## src/rtl/ariane_regfile_lvt.sv

```systemverilog
// Live-value-table register file: one write bank per write port, a per-word LVT
// recording which bank holds the live value, hardware sweep-clear after reset
// and on flush, optional write-to-read bypass and a registered collision flag.
module ariane_regfile_lvt #(
   parameter int unsigned DATA_WIDTH     = 64,
   parameter int unsigned ADDR_WIDTH     = 5,
   parameter int unsigned NR_READ_PORTS  = 2,
   parameter int unsigned NR_WRITE_PORTS = 2,
   parameter bit          ZERO_REG_ZERO  = 1'b0,
   parameter bit          WRITE_BYPASS   = 1'b0
) (
   input  logic                                   clk_i,
   input  logic                                   rst_i,
   input  logic                                   flush_i,
   output logic                                   ready_o,
   input  logic [NR_READ_PORTS*ADDR_WIDTH-1:0]    raddr_i,
   output logic [NR_READ_PORTS*DATA_WIDTH-1:0]    rdata_o,
   input  logic [NR_WRITE_PORTS*ADDR_WIDTH-1:0]   waddr_i,
   input  logic [NR_WRITE_PORTS*DATA_WIDTH-1:0]   wdata_i,
   input  logic [NR_WRITE_PORTS-1:0]              we_i,
   output logic                                   collision_o
);

   localparam int unsigned NUM_WORDS = 2 ** ADDR_WIDTH;
   localparam int unsigned LVT_WIDTH = (NR_WRITE_PORTS > 1) ? $clog2(NR_WRITE_PORTS) : 1;

   typedef enum logic [0:0] {StClear, StReady} state_e;

   state_e                  state_q, state_d;
   logic [ADDR_WIDTH-1:0]   clr_q, clr_d;
   logic                    collision_q, collision_d;

   logic [DATA_WIDTH-1:0]   mem [NR_WRITE_PORTS][NUM_WORDS];
   logic [LVT_WIDTH-1:0]    lvt [NUM_WORDS];

   logic [ADDR_WIDTH-1:0]   waddr [NR_WRITE_PORTS];
   logic [DATA_WIDTH-1:0]   wdata [NR_WRITE_PORTS];
   logic [ADDR_WIDTH-1:0]   raddr [NR_READ_PORTS];
   logic [NR_WRITE_PORTS-1:0] wr_en;

   logic [NR_WRITE_PORTS-1:0] bank_we;
   logic [ADDR_WIDTH-1:0]   bank_waddr [NR_WRITE_PORTS];
   logic [DATA_WIDTH-1:0]   bank_wdata [NR_WRITE_PORTS];

   // Unpack flat ports and qualify write enables (READY only, zero register dropped).
   always_comb begin
      for (int k = 0; k < NR_READ_PORTS; k++) begin
         raddr[k] = raddr_i[k*ADDR_WIDTH +: ADDR_WIDTH];
      end
      for (int j = 0; j < NR_WRITE_PORTS; j++) begin
         waddr[j] = waddr_i[j*ADDR_WIDTH +: ADDR_WIDTH];
         wdata[j] = wdata_i[j*DATA_WIDTH +: DATA_WIDTH];
         wr_en[j] = we_i[j] && (state_q == StReady) && !rst_i &&
                    !(ZERO_REG_ZERO && (waddr[j] == '0));
      end
   end

   // Bank write ports; during the sweep bank 0 is taken over by the clear counter.
   always_comb begin
      for (int j = 0; j < NR_WRITE_PORTS; j++) begin
         bank_we[j]    = wr_en[j];
         bank_waddr[j] = waddr[j];
         bank_wdata[j] = wdata[j];
      end
      if (state_q == StClear) begin
         bank_we[0]    = 1'b1;
         bank_waddr[0] = clr_q;
         bank_wdata[0] = '0;
      end
   end

   // Distributed-RAM banks, no reset: the sweep provides the defined contents.
   always_ff @(posedge clk_i) begin
      for (int b = 0; b < NR_WRITE_PORTS; b++) begin
         if (bank_we[b]) begin
            mem[b][bank_waddr[b]] <= bank_wdata[b];
         end
      end
   end

   // LVT update; ascending loop so the highest-index port wins on a shared address.
   always_ff @(posedge clk_i) begin
      if (state_q == StClear) begin
         lvt[clr_q] <= '0;
      end else begin
         for (int j = 0; j < NR_WRITE_PORTS; j++) begin
            if (wr_en[j]) begin
               lvt[waddr[j]] <= LVT_WIDTH'(j);
            end
         end
      end
   end

   // Sweep/ready FSM next state and collision detection.
   always_comb begin
      state_d     = state_q;
      clr_d       = clr_q;
      collision_d = 1'b0;
      unique case (state_q)
         StClear: begin
            clr_d = clr_q + 1'b1;
            if (clr_q == '1) begin
               state_d = StReady;
            end
         end
         StReady: begin
            if (flush_i) begin
               state_d = StClear;
               clr_d   = '0;
            end
         end
         default: begin
            state_d = StClear;
            clr_d   = '0;
         end
      endcase
      // Flag only when the next cycle is READY, so the flag never shows during a sweep.
      if ((state_q == StReady) && !flush_i) begin
         for (int i = 0; i < NR_WRITE_PORTS; i++) begin
            for (int j = i + 1; j < NR_WRITE_PORTS; j++) begin
               if (we_i[i] && we_i[j] && (waddr[i] == waddr[j]) &&
                   (!ZERO_REG_ZERO || (waddr[i] != '0))) begin
                  collision_d = 1'b1;
               end
            end
         end
      end
   end

   // State registers with synchronous reset.
   always_ff @(posedge clk_i) begin
      if (rst_i) begin
         state_q     <= StClear;
         clr_q       <= '0;
         collision_q <= 1'b0;
      end else begin
         state_q     <= state_d;
         clr_q       <= clr_d;
         collision_q <= collision_d;
      end
   end

   // Asynchronous read through the LVT, with optional same-cycle bypass.
   always_comb begin
      rdata_o = '0;
      for (int k = 0; k < NR_READ_PORTS; k++) begin
         logic [DATA_WIDTH-1:0] val;
         val = '0;
         if ((state_q == StReady) && !(ZERO_REG_ZERO && (raddr[k] == '0))) begin
            for (int b = 0; b < NR_WRITE_PORTS; b++) begin
               if (lvt[raddr[k]] == LVT_WIDTH'(b)) begin
                  val = mem[b][raddr[k]];
               end
            end
            if (WRITE_BYPASS) begin
               for (int j = 0; j < NR_WRITE_PORTS; j++) begin
                  if (wr_en[j] && (waddr[j] == raddr[k])) begin
                     val = wdata[j];
                  end
               end
            end
         end
         rdata_o[k*DATA_WIDTH +: DATA_WIDTH] = val;
      end
   end

   assign ready_o     = (state_q == StReady);
   assign collision_o = collision_q;

endmodule

```

## config.mk

```make
export PLATFORM = sky130hd
export DESIGN_NAME = ariane_regfile_lvt
export DESIGN_NICKNAME = d
export VERILOG_FILES = /design/src/rtl/ariane_regfile_lvt.sv
export SDC_FILE = /design/constraint.sdc
export NUM_CORES = 2
export LEC_CHECK = 0
export CAP_MARGIN = 20
export CORE_ASPECT_RATIO = 2
export CORE_MARGIN = 2
export CORE_UTILIZATION = 45
export DETAILED_ROUTE_END_ITERATION = 10
export GPL_ROUTABILITY_DRIVEN = 1
export SLEW_MARGIN = 20
export SYNTH_ARGS = -nofsm -noshare
export SYNTH_HDL_FRONTEND = slang
export SYNTH_MEMORY_MAX_BITS = 65536
export SYNTH_SLANG_ARGS = --single-unit
```

## constraint.sdc

```tcl
create_clock -name clk_i -period 12.5 [get_ports clk_i]
set_input_delay 1.875 -clock clk_i [delete_from_list [all_inputs] [get_ports clk_i]]
set_output_delay 1.875 -clock clk_i [all_outputs]
set_load 0.01 [all_outputs]
```

==> run_results.csv <==
group,metric,value,unit
worst_hold_path,holdPathStages,2,
global_routing,antenna_found_initial,76,
clock_tree,cts_made_buffers,361,
placed_design,place_inst,15876,
drt,dr.first_iter.drc_count,16626,
layout,instances_no_fill,16599,
logic_synthesis,syn_area,0.192,sq mm
worst_hold_path,min_to,"lvt[26]$_DFF_P_",
critical_path,critPathArrivalTime,6840,ps
worst_hold_path,worstHoldPathType,"flop to flop",
clock_tree,postCtsSetupBuffers,0,
critical_path,worst_r2r_startpoint,"ready_o$_SDFF_PP0_",
critical_path,reg2reg_slack,7190,ps
timing,setup_viol,0,
clock_tree,cts_root_buffer,"clkbuf_16",
clock_tree,tritoncts,"built",
drt,remaining_drc_errors,0,
clock_tree,cts.sinks,4135,
global_routing,grt_pass1_vias,122847,
placed_design,place_ws,3860,ps
drt,totalWireLength,717000,um
critical_path,end_kind,"output port",
floorplan,fp.dieW,465,um
floorplan,dieArea,0.431,sq mm
pwr,power_switching,6880,uW
layout,drive_above_1_share,0.218,
logic_synthesis,synth_commonest_cells,"4096 x edfxtp_1, 1448 x mux2i_1, 1310 x mux4_2",
logic_synthesis,yosys_warnings,0,
drt,viasPerCell,7.24,
logic_synthesis,ys_ff_latch,4135,
drt,final_antenna_net_count,0,
timing,period_needed,8720,ps
pwr,power_frac_comb,0.082,
logic_synthesis,netlist.area_leader.share,0.642,
pwr,p_leak,0.0709,uW
pwr,power_frac_seq,0.519,
logic_synthesis,synthTopCellsByArea,"edfxtp_1 64%, mux4_2 15%, mux2i_1 7.6%, a221oi_1 2.2%, a22oi_1 2.1%",
clock_tree,clock_path_buffers,4,
logic_synthesis,syn_nets,10714,
global_routing,global_route.usage.total,0.325,
timing,rsz0062_at_grt,"no",
logic_synthesis,ys.flop_type,"edfxtp_1",
timing,tightest_slew,1310,ps
floorplan,rows,338,
global_routing,grt_first_pass_wirelength,977000,um
timing,tns,0,ps
pwr,switching_share,0.235,
worst_hold_path,min-delay-start,"lvt[26]$_DFF_P_",
placed_design,numPortBuffers,282,
logic_synthesis,yosysMostFrequentCell,"edfxtp_1",
logic_synthesis,netlist_instances,10559,
clock_tree,ctsHtreeMaxLevel,5,
timing,worst_slack,3780,ps
logic_synthesis,synthDistinctLibCells,62,
critical_path,worstSetupPathType,"input port to output port",
clock_tree,ctsHoldBuffers,0,
floorplan,core_area,0.424,sq mm
placed_design,gp_congestion,0.858,
critical_path,crit_fanout,75,
critical_path,rr_worst_depth,7,
global_routing,grt_max_degree,134,
timing,fmax,115,MHz
drt,drt_first_pass_iters,6,
floorplan,start_util,0.452,
pwr,peakVddDrop,131,uV
run_status,status,"complete, no violations",
layout,final_util,0.502,
placed_design,hpwl,407000,um
critical_path,cp_slowest_cell,"a221oi_1",
clock_tree,insertion_delay,960,ps
timing,finalCritPeriodShare,0.697,
logic_synthesis,ys_seq_area_frac,0.646,
logic_synthesis,synthArstFlopShare,0,
timing,slew_headroom,0.125,
critical_path,worstPathCellList,"buf_16 -> buf_12 -> buf_4 -> mux4_2 -> a22o_1 -> a221oi_1 -> nand4_1 -> o211a_1 -> clkdlybuf4s50_1",
global_routing,overflow,0,
floorplan,die_h,927,um
pwr,p_int,22500,uW
critical_path,crit_path_max_incr_delay,1000,ps
flow_run,max_cap_viol_count,0,
logic_synthesis,synth_edf_count,4096,
pwr,clock_power_share,0.399,
clock_tree,clk_pin_slew,60,ps
layout,nets,10789,
critical_path,cp.required,10620,ps
drt,vias,120136,
drt,post_drt_wl_per_cell,43.2,um
logic_synthesis,avgSynthCellArea,18.1,sq um
timing,holdWs,499,ps
clock_tree,ctsResizeCount,0,
layout,syn_to_final_growth,11.1,%
timing,skew,36.7,ps
pwr,powerDensity,138,mW/mm^2
critical_path,r2r-end,"mem[0][452]$_DFFE_PP_",
timing,finalHoldViolations,0,
timing,final_max_slew_viol_count,0,
logic_synthesis,yosys.area.top_type,"edfxtp_1",
floorplan,ios,283,
critical_path,cp-start-kind,"input port",
kinds of logic (layout without fill, tap and decap cells):
kind of cell | count (synthesis) | after routing | synth area share
flops | 4135 | 4135 | 0.646
mux | 2803 | 2803 | 0.232
compound gates | 1914 | 1914 | 0.0739
buf+inv | 916 | 1278 | 0.0250
simple gates | 783 | 783 | 0.0223
xor+xnor | 6 | 6 | 0.000274
fa+ha+maj | 2 | 2 | 0.000131
other cells | 0 | 68 | 0
power groups by stage:
stage	sequential, uW	clock (uW)	combinational, uW
2_1_floorplan	15500	0	1380
3_3_place_gp	15500	0	2310
3_5_place_dp	15500	0	2340
4_1_cts	15200	11800	2340
6_report	15200	11700	2400
5_1_grt	15200	12200	2440
flip-flops by register name, summed over array words and instances, names as in the netlist:
signal       cells
mem           4096
clr_q            5
lvt             32
collision_o      1
ready_o          1
critical path, delay by kind of cell:
kind,cells,cell delay [ps]
AO/OA/AOI/OAI,3,1510
buffers and inverters,4,2350
multiplexers,1,610
AND/OR/NAND/NOR,1,220
how the worst max path moves through the flow:
stage,from,endpoint,slack [ps],cells after the start
finish,raddr_i[5],rdata_o[125],3780,9
global route,raddr_i[5],rdata_o[125],3720,9
CTS,raddr_i[8],rdata_o[75],3860,10
detailed placement,raddr_i[8],rdata_o[75],3860,10
global placement,raddr_i[8],rdata_o[75],3880,10
floorplan,rst_i,mem[0][2240]$_DFFE_PP_,6480,6
area by class of cell:
class	instances	area [sq um]
Timing Repair Buffer	620	6030
Antenna cell	68	170
Clock buffer	421	9450
Multi-Input combinational cell	5508	63900
Tap cell	5610	7020
Inverter	8	37.5
Fill cell	34374	211000
Clock inverter	229	2430
Sequential cell	4135	124000
metal layers:
| metal | track usage | up-vias | share of wire |
|---|---|---|---|
| li1 | - | 45623 | - |
| met2 | 0.539 | 8452 | 0.49 |
| met3 | 0.0648 | 2358 | 0.10 |
| met1 | 0.386 | 63669 | 0.33 |
| met4 | 0.214 | 34 | 0.074 |
| met5 | 0 | - | 0.00032 |
layout by cell type (no fill, tap or decap), types with 38 or more instances in the layout:
| cell | count |
|---|---|
| nor2_1 | 69 |
| a22o_1 | 115 |
| buf_4 | 283 |
| clkbuf_1 | 51 |
| edfxtp_1 | 4096 |
| a31oi_1 | 49 |
| mux2i_1 | 1448 |
| clkdlybuf4s50_1 | 259 |
| dfxtp_1 | 38 |
| clkinv_1 | 67 |
| and2_1 | 59 |
| and3_1 | 49 |
| a21oi_1 | 144 |
| nor2_4 | 83 |
| mux4_2 | 1310 |
| mux2_2 | 43 |
| nand2b_1 | 59 |
| buf_12 | 48 |
| a221o_1 | 45 |
| clkbuf_16 | 370 |
| nand3_1 | 141 |
| bufinv_16 | 49 |
| nand4_1 | 163 |
| nand2_1 | 39 |
| a22oi_1 | 538 |
| clkinv_2 | 82 |
| diode_2 | 68 |
| o21ai_0 | 310 |
| a221oi_1 | 484 |
per-stage QoR:
stage	total power, uW	instance area [sq um]
3_3_place_gp	17800	201000
4_1_cts	29300	213000
6_report	29300	213000
5_1_grt	29900	213000
2_1_floorplan	16900	192000
3_5_place_dp	17900	201000
Power figures use the tool's default switching activity.
